`src/rtl/fetch_controller.sv`:
```
// Fetch sequencer: owns the fetch PC, captures instruction words into a 2-entry
// queue for decode, and handles redirects, halt-with-drain and illegal-address faults.
module fetch_controller #(
  parameter logic [31:0] RESET_PC   = 32'h0000_0000,
  parameter int unsigned IMEM_WORDS = 1024
) (
  input  logic        clk,
  input  logic        rst_n,
  input  logic        enable,
  output logic [31:0] imem_addr,
  input  logic [31:0] imem_rdata,
  input  logic        redirect_valid,
  input  logic [31:0] redirect_pc,
  input  logic        halt_req,
  output logic        out_valid,
  input  logic        out_ready,
  output logic [31:0] out_instr,
  output logic [31:0] out_pc,
  output logic        halted,
  output logic        fault
);

  localparam logic [32:0] LIMIT = 33'(IMEM_WORDS) * 33'd4;

  typedef enum logic [2:0] {
    S_IDLE,
    S_RUN,
    S_DRAIN,
    S_HALTED,
    S_FAULT
  } state_t;

  state_t      state_q, state_d;
  logic [31:0] pc_q, pc_d;
  logic [1:0]  count_q, count_d;
  logic [31:0] pc0_q, pc0_d, ins0_q, ins0_d;
  logic [31:0] pc1_q, pc1_d, ins1_q, ins1_d;

  logic pop, redir, misaligned, cap_try, out_of_range, fault_now, cap;
  logic [1:0] slot;

  always_ff @(posedge clk or negedge rst_n) begin
    if (!rst_n) begin
      state_q <= S_IDLE;
      pc_q    <= RESET_PC;
      count_q <= '0;
      pc0_q   <= '0;
      ins0_q  <= '0;
      pc1_q   <= '0;
      ins1_q  <= '0;
    end else begin
      state_q <= state_d;
      pc_q    <= pc_d;
      count_q <= count_d;
      pc0_q   <= pc0_d;
      ins0_q  <= ins0_d;
      pc1_q   <= pc1_d;
      ins1_q  <= ins1_d;
    end
  end

  always_comb begin
    out_valid    = (count_q != 2'd0) && (state_q != S_FAULT);
    pop          = out_valid && out_ready;
    redir        = redirect_valid && (state_q != S_FAULT);
    misaligned   = redir && (redirect_pc[1:0] != 2'b00);
    cap_try      = (state_q == S_RUN) && !redirect_valid && !halt_req &&
                   ((count_q < 2'd2) || pop);
    out_of_range = {1'b0, pc_q} >= LIMIT;
    fault_now    = misaligned || (cap_try && out_of_range);
    cap          = cap_try && !out_of_range;
    slot         = count_q - {1'b0, pop};

    state_d = state_q;
    pc_d    = pc_q;
    count_d = count_q;
    pc0_d   = pc0_q;
    ins0_d  = ins0_q;
    pc1_d   = pc1_q;
    ins1_d  = ins1_q;

    unique case (state_q)
      S_IDLE:   if (enable) state_d = S_RUN;
      S_RUN:    if (halt_req) state_d = S_DRAIN;
      // A redirect in DRAIN flushes the queue; the state moves on next cycle.
      S_DRAIN:  if (!redir && ((count_q == 2'd0) || (count_q == 2'd1 && pop)))
                  state_d = S_HALTED;
      S_HALTED: if (!halt_req && enable) state_d = S_RUN;
      S_FAULT:  state_d = S_FAULT;
      default:  state_d = S_IDLE;
    endcase

    if (fault_now) begin
      state_d = S_FAULT;
      count_d = '0;
      if (misaligned) pc_d = redirect_pc;
    end else if (redir) begin
      count_d = '0;
      pc_d    = redirect_pc;
    end else begin
      // Entry 0 is always the head; entries are left in place when the
      // queue empties so the head outputs hold their last values.
      if (pop && count_q == 2'd2) begin
        pc0_d  = pc1_q;
        ins0_d = ins1_q;
      end
      if (cap) begin
        if (slot == 2'd0) begin
          pc0_d  = pc_q;
          ins0_d = imem_rdata;
        end else begin
          pc1_d  = pc_q;
          ins1_d = imem_rdata;
        end
        pc_d = pc_q + 32'd4;
      end
      count_d = count_q + {1'b0, cap} - {1'b0, pop};
    end
  end

  assign imem_addr = pc_q;
  assign out_pc    = pc0_q;
  assign out_instr = ins0_q;
  assign halted    = (state_q == S_HALTED);
  assign fault     = (state_q == S_FAULT);

endmodule
```
`config.mk`:
```
export PLATFORM = sky130hd
export DESIGN_NAME = fetch_controller
export DESIGN_NICKNAME = d
export VERILOG_FILES = /design/src/rtl/fetch_controller.sv
export SDC_FILE = /design/constraint.sdc
export NUM_CORES = 1
export LEC_CHECK = 0
export CAP_MARGIN = 20
export CORE_MARGIN = 5
export CORE_UTILIZATION = 35
export DETAILED_ROUTE_END_ITERATION = 8
export GPL_TIMING_DRIVEN = 0
export PLACE_DENSITY_LB_ADDON = 0.2
export SLEW_MARGIN = 25
export SYNTH_ARGS = -nofsm -noshare
export SYNTH_HDL_FRONTEND = slang
export SYNTH_SLANG_ARGS = --single-unit
```
`constraint.sdc`:
```
create_clock -name clk -period 3.05 [get_ports clk]
set_input_delay 0.4575 -clock clk [delete_from_list [all_inputs] [get_ports clk]]
set_output_delay 0.4575 -clock clk [all_outputs]
set_load 0.05 [all_outputs]
```
Yosys cells after proc, flatten, opt, wreduce, memory -nomap -nowiden
Index checks and enable logic that the tools add are counted.

Register bits: 165. Latch bits: 0. Bits in writable memories: 0. Memory bits (read-only): 0. Output and inout bits: 99. Logic and storage cells: 76. Memories: 0.

Add/subtract/negate cells: 4. Multipliers: 0. Divide/modulo/power cells: 0. Order comparisons: 2. Eq/ne operators: 12. Shift operators: 0. Mux-type cells: 18. Bitwise operators: 3. Reduce and logical (&&, ||, !) cells: 30.

Operator list (number): $mux 32 (10); $add 32x3->32 const B (1); $ge 32x13->1 const B (1); $mux 3 (5); $pmux 3 s5 (1); $logic_and 1x1->1 (13); $ne 3x3->1 const B (4); $reduce_and 4->1 (2); $eq 3x2->1 const B (2); $logic_not 1->1 (4); $logic_not 2->1 (2); $mux 2 (2); $reduce_and 2->1 (2); $reduce_bool 2->1 (2); $sub 2x1->2 (2); $eq 3x1->1 const B (1); $eq 3x3->1 const B (1); $logic_not 3->1 (1); $logic_or 1x1->1 (3); $ne 3x1->1 const B (1); $not 1->1 (3); $reduce_bool 3->1 (1); $add 2x1->2 (1); $eq 2x1->1 const B (1); other kinds (3) (3).

Longest topological paths before layout
Depth after elaboration: 10. Gate-level depth with buffers: 10. Depth with buffers taken out: 9.

Worst setup path before layout
OpenSTA, ideal clock, no wires.

Path kind: reg2reg. Start point: register pc_q[21], in the netlist imem_addr[21]. End point: register count_q[1]. Library setup time: 0.132 ns. Data arrival time: 2.521 ns. Required time: 2.918 ns. Setup slack: 0.397 ns. Stages on the path, launching flop included: 11. Path buffers: 1. Period minus slack after synthesis: 2.653 ns. Cells stage by stage: dfrtp_1 > nor4_1 > nand3_1 > or3_4 > buf_6 > ha_1 > inv_1 > ha_1 > xnor2_1 > xnor2_1 > nor2_1.

Word-level cells in the longest chain between the ends: 7. Elaborated cells on any way between the ends: 9.

RTL lines: from (decl) (RTL line 34) `logic [31:0] pc_q, pc_d;`; from (signal assigned) (RTL line 53) `pc_q <= pc_d;`; $ge 32x13->1 (*) (RTL line 69) `out_of_range = {1'b0, pc_q} >= LIMIT;`; $logic_not 1->1 (RTL line 71) `cap = cap_try && !out_of_range;`; $logic_and 1x1->1 (RTL line 71); $add 2x1->2 (RTL line 117) `count_d = count_q + {1'b0, cap} - {1'b0, pop};`; $sub 2x1->2 (RTL line 117); $mux 2 (RTL line 97) `end else if (redir) begin`; $mux 2 (*) (RTL line 93) `if (fault_now) begin`; named net count_d[1] (RTL line 35) `logic [1:0] count_q, count_d;`; to (signal assigned) (RTL line 54) `count_q <= count_d;`; to (decl) (RTL line 35).

Mark *: on every way through the listed nets, which the timed path passes. The rest lies on a longest branch. A chain may end at the register's enable or synchronous reset.

Worst setup path in the final report
Start point: input halt_req. End point: register ins0_q[30], in the netlist out_instr[30].

Word-level cells in the longest chain between the ends: 7. Elaborated cells on any way between the ends: 9.

RTL lines: from (decl) (RTL line 14) `input logic halt_req,`; $logic_not 1->1 (*) (RTL line 67) `cap_try = (state_q == S_RUN) && !redirect_valid && !halt_req &&`; $logic_and 1x1->1 (*) (2 in a row) (RTL line 67); $logic_and 1x1->1 (RTL line 70) `fault_now = misaligned || (cap_try && out_of_range);`; $logic_or 1x1->1 (RTL line 70); $not 1->1 (no source line); $reduce_and 2->1 (no source line); to (signal assigned) (RTL line 56) `ins0_q <= ins0_d;`; to (decl) (RTL line 36) `logic [31:0] pc0_q, pc0_d, ins0_q, ins0_d;`.

Every way passes the cells marked *; elsewhere a longest branch is shown, timed or not.

==> flow_metrics.py <==
metrics = {
    "die": {
        "dieHeight_um": 148.9,
        "io-pin-count": 169,
        "core_area_um2": 18830,
        "die-area_um2": 22160,
        "initial_utilization_pct": 35.83,
        "row_count": 50,
        "die_x_um": 148.9,
    },
    "power": {
        "pwr-share-comb_pct": 22.0,
        "switchingPower_mw": 2.021,
        "swShare_pct": 32.02,
        "internal-power_mw": 4.292,
        "peakVddDrop_mv": 0.6268,
        "clkPwrFrac_pct": 36.4,
        "p_leak_nw": 4.227,
        "cellPowerDensity_nw_per_um2": 669.4,
        "pwr-share-seq_pct": 41.5,
    },
    "sta": {
        "worst_slack_ns": 0.2401,
        "holdWs_ns": -0.005447,
        "worst_slew_pin_slew_ns": 0.8644,
        "slew_viol_final": 0,
        "max_clock_freq_mhz": 355.9,
        "setup_viol": 0,
        "finalHoldViolCount": 2,
        "slew_headroom_pct": 42.06,
        "fin_skew_ns": 0.008362,
        "fin_crit_sh_pct": 92.13,
        "grt_setup_unrepaired": "false",
        "finalSetupTns_ns": 0,
        "period_minus_slack_ns": 2.810,
    },
    "setup_path": {
        "timing.rr.start": "imem_addr[24]$_DFFE_PN0P_",
        "start_kind": "input pin",
        "critPathLaunch": "halt_req",
        "crit_end": "out_instr[30]$_DFFE_PN0P_",
        "r2r_cells": 10,
        "critPathKind": "input pin to flop",
        "crit_arrival_ns": 3.09,
        "r2r_slack_ns": 0.29,
        "endpoint_kind": "flop",
        "crit_fanout": 10,
        "worst_r2r_endpoint": "count_q[1]$_DFF_PN0_",
        "worstPathRequired_ns": 3.33,
    },
    "detailed_routing": {
        "initialDrtViolationCount": 215,
        "ant_nets": 0,
        "avgRoutedWirePerCell_um": 17.51,
        "vias": 5001,
        "vias_per_cell": 4.976,
        "wl_um": 17590,
        "drc": 0,
        "firstDrtPassIters": 5,
    },
    "clock_network": {
        "hold_buffers": 0,
        "htree_num_levels": 4,
        "clkSinkCount": 165,
        "cts_buffer_depth": 2,
        "post_cts_buffers": 0,
        "cts_made_buffers": 17,
        "insertion_delay_ns": 0.41,
        "cts_tree": "yes",
        "clockRootBuffer": "clkbuf_16",
        "clk_pin_slew_ns": 0.06,
        "post_cts_resized": 0,
    },
    "synthesis": {
        "ys_types": 41,
        "seq_area_frac_synth_pct": 61.19,
        "async_reset_ff_share_pct": 100.0,
        "synth_top_cell_area_share_pct": 61.19,
        "ys_top_cells_by_area": "dfrtp_1, mux2_1, o2bb2ai_1",
        "postSynthNetCount": 618,
        "synth_top_cell_by_area": "dfrtp_1",
        "avgSynthCellArea_um2": 12.40,
        "ys_warn_count": 0,
        "ys_seq_elements": 165,
        "syn_inst": 544,
        "synthFlopType": "dfrtp_1",
        "syn-cell-area_um2": 6748,
        "synth_edf_count": 0,
    },
    "cells_and_area": {
        "areaGrowthSynthToFinish_pct": 39.76,
        "final_core_util_pct": 50.08,
        "nNetsFinal": 806,
        "final_common_cell": "clkdlybuf4s50_1",
        "instances_no_fill": 1005,
        "final_cell_mix": "clkdlybuf4s50_1, dfrtp_1, nand2_1",
        "drive_gt1_share_pct": 8.054,
        "antenna_cells": 0,
    },
    "min_path": {
        "hold_class": "input pin to asynchronous set/reset pin",
    },
    "outcome": {
        "violations": "hold timing",
        "run_status": "finished, violations left",
    },
    "global_routing": {
        "grt_usage_pct": 16.29,
        "grt_pass1_vias": 5385,
        "grt_pass1_wl_um": 28610,
        "grt_max_degree": 87,
        "grt_overflow": 0,
        "antenna_found_initial": 0,
    },
    "place": {
        "port_buffers": 168,
        "pre_cts_slack_ns": -0.2173,
        "hpwl_um": 12590,
        "dp_cells": 973,
        "gp_congestion": 0.8076,
    },
    "flow_run": {
        "drv_cap": 0,
    },
}
## sequential cells by signal, summed over array words and instances, names as in the netlist
| register | count |
|---|---|
| state_q | 3 |
| out_pc | 32 |
| ins1_q | 32 |
| out_instr | 32 |
| imem_addr | 32 |
| pc1_q | 32 |
| count_q | 2 |
## stage by stage
stage | cell area [µm²] | total power [mW]
2_1_floorplan | 6748 | 3.415
3_3_place_gp | 8755 | 4.036
3_5_place_dp | 8787 | 4.053
4_1_cts | 9430 | 6.385
5_1_grt | 9430 | 6.566
6_report | 9430 | 6.313
## worst max-delay path, cell delays in order
cell	delay, ns
clkdlybuf4s50_1	0.50
nor4b_4	0.38
o211ai_4	0.20
a2bb2oi_1	0.34
clkbuf_1	0.56
clkbuf_1	0.51
o2bb2ai_1	0.13
## synth_stat cells, types with 2 or more instances
cell,n
a21oi_1,2
a22o_1,20
a22oi_1,45
a31oi_1,4
and3_1,2
buf_2,10
buf_6,5
clkbuf_1,20
dfrtp_1,165
ha_1,4
inv_1,8
mux2_1,40
mux2_2,4
nand2_1,75
nand3_1,5
nor2_1,16
nor2b_1,22
nor3_1,2
nor4_1,8
o21ai_0,12
o21bai_1,2
o2bb2ai_1,44
or3_1,5
xnor2_1,7
## worst min-delay path by stage
| stage | start | to | slack (ns) | depth (start not counted) |
|---|---|---|---|---|
| final | rst_n | imem_addr[14]$_DFFE_PN0P_ | -0.005 | 1 |
| after global routing | rst_n | imem_addr[14]$_DFFE_PN0P_ | 0.04 | 1 |
| after CTS | rst_n | imem_addr[14]$_DFFE_PN0P_ | 0.02 | 1 |
| after detailed placement | rst_n | imem_addr[14]$_DFFE_PN0P_ | 0.47 | 1 |
| after global placement | ins1_q[24]$_DFFE_PN0P_ | ins1_q[24]$_DFFE_PN0P_ | 0.47 | 1 |
| after floorplan | rst_n | count_q[0]$_DFF_PN0_ | 0.16 | 0 |
## power groups by stage
stage / Combinational [mW] / Clock [mW] / Sequential (mW)
floorplan: 0.250 / 0 / 3.16
global route: 1.48 / 2.44 / 2.65
CTS: 1.41 / 2.36 / 2.62
finish: 1.39 / 2.30 / 2.62
global placement: 1.39 / 0 / 2.64
detailed placement: 1.40 / 0 / 2.65
## kinds of logic (layout without fill, tap and decap cells)
kind of cell | count (synthesis) | in the layout | share of synthesized area [%]
AND/OR/NAND/NOR | 144 | 144 | 10.57
adder cells (fa/ha/maj) | 4 | 4 | 0.7417
multiplexers | 45 | 45 | 7.491
AO/OA/AOI/OAI | 134 | 134 | 15.80
flip-flops | 165 | 165 | 61.19
buffers and inverters | 45 | 246 | 3.301
XOR/XNOR | 7 | 7 | 0.9086
## layer usage
layer,part of all wire [%],track usage [%],vias to the layer above
li1,-,-,2352
met1,45,21.81,2490
met2,47,26.03,144
met3,6.6,4.649,15
met4,1.1,4.622,0
met5,0,0,-
## area by class of cell
type	count	area, µm²
flip-flops and latches	165	4129
clock buffers	21	470.5
well taps	260	325.3
inverters	9	33.78
multi-input cells	334	2396
plain buffers	36	188.9
repair buffers	169	1714
clock inverters	11	172.7
fillers	1671	9400
Note: power is estimated with default switching activity, not from simulation.
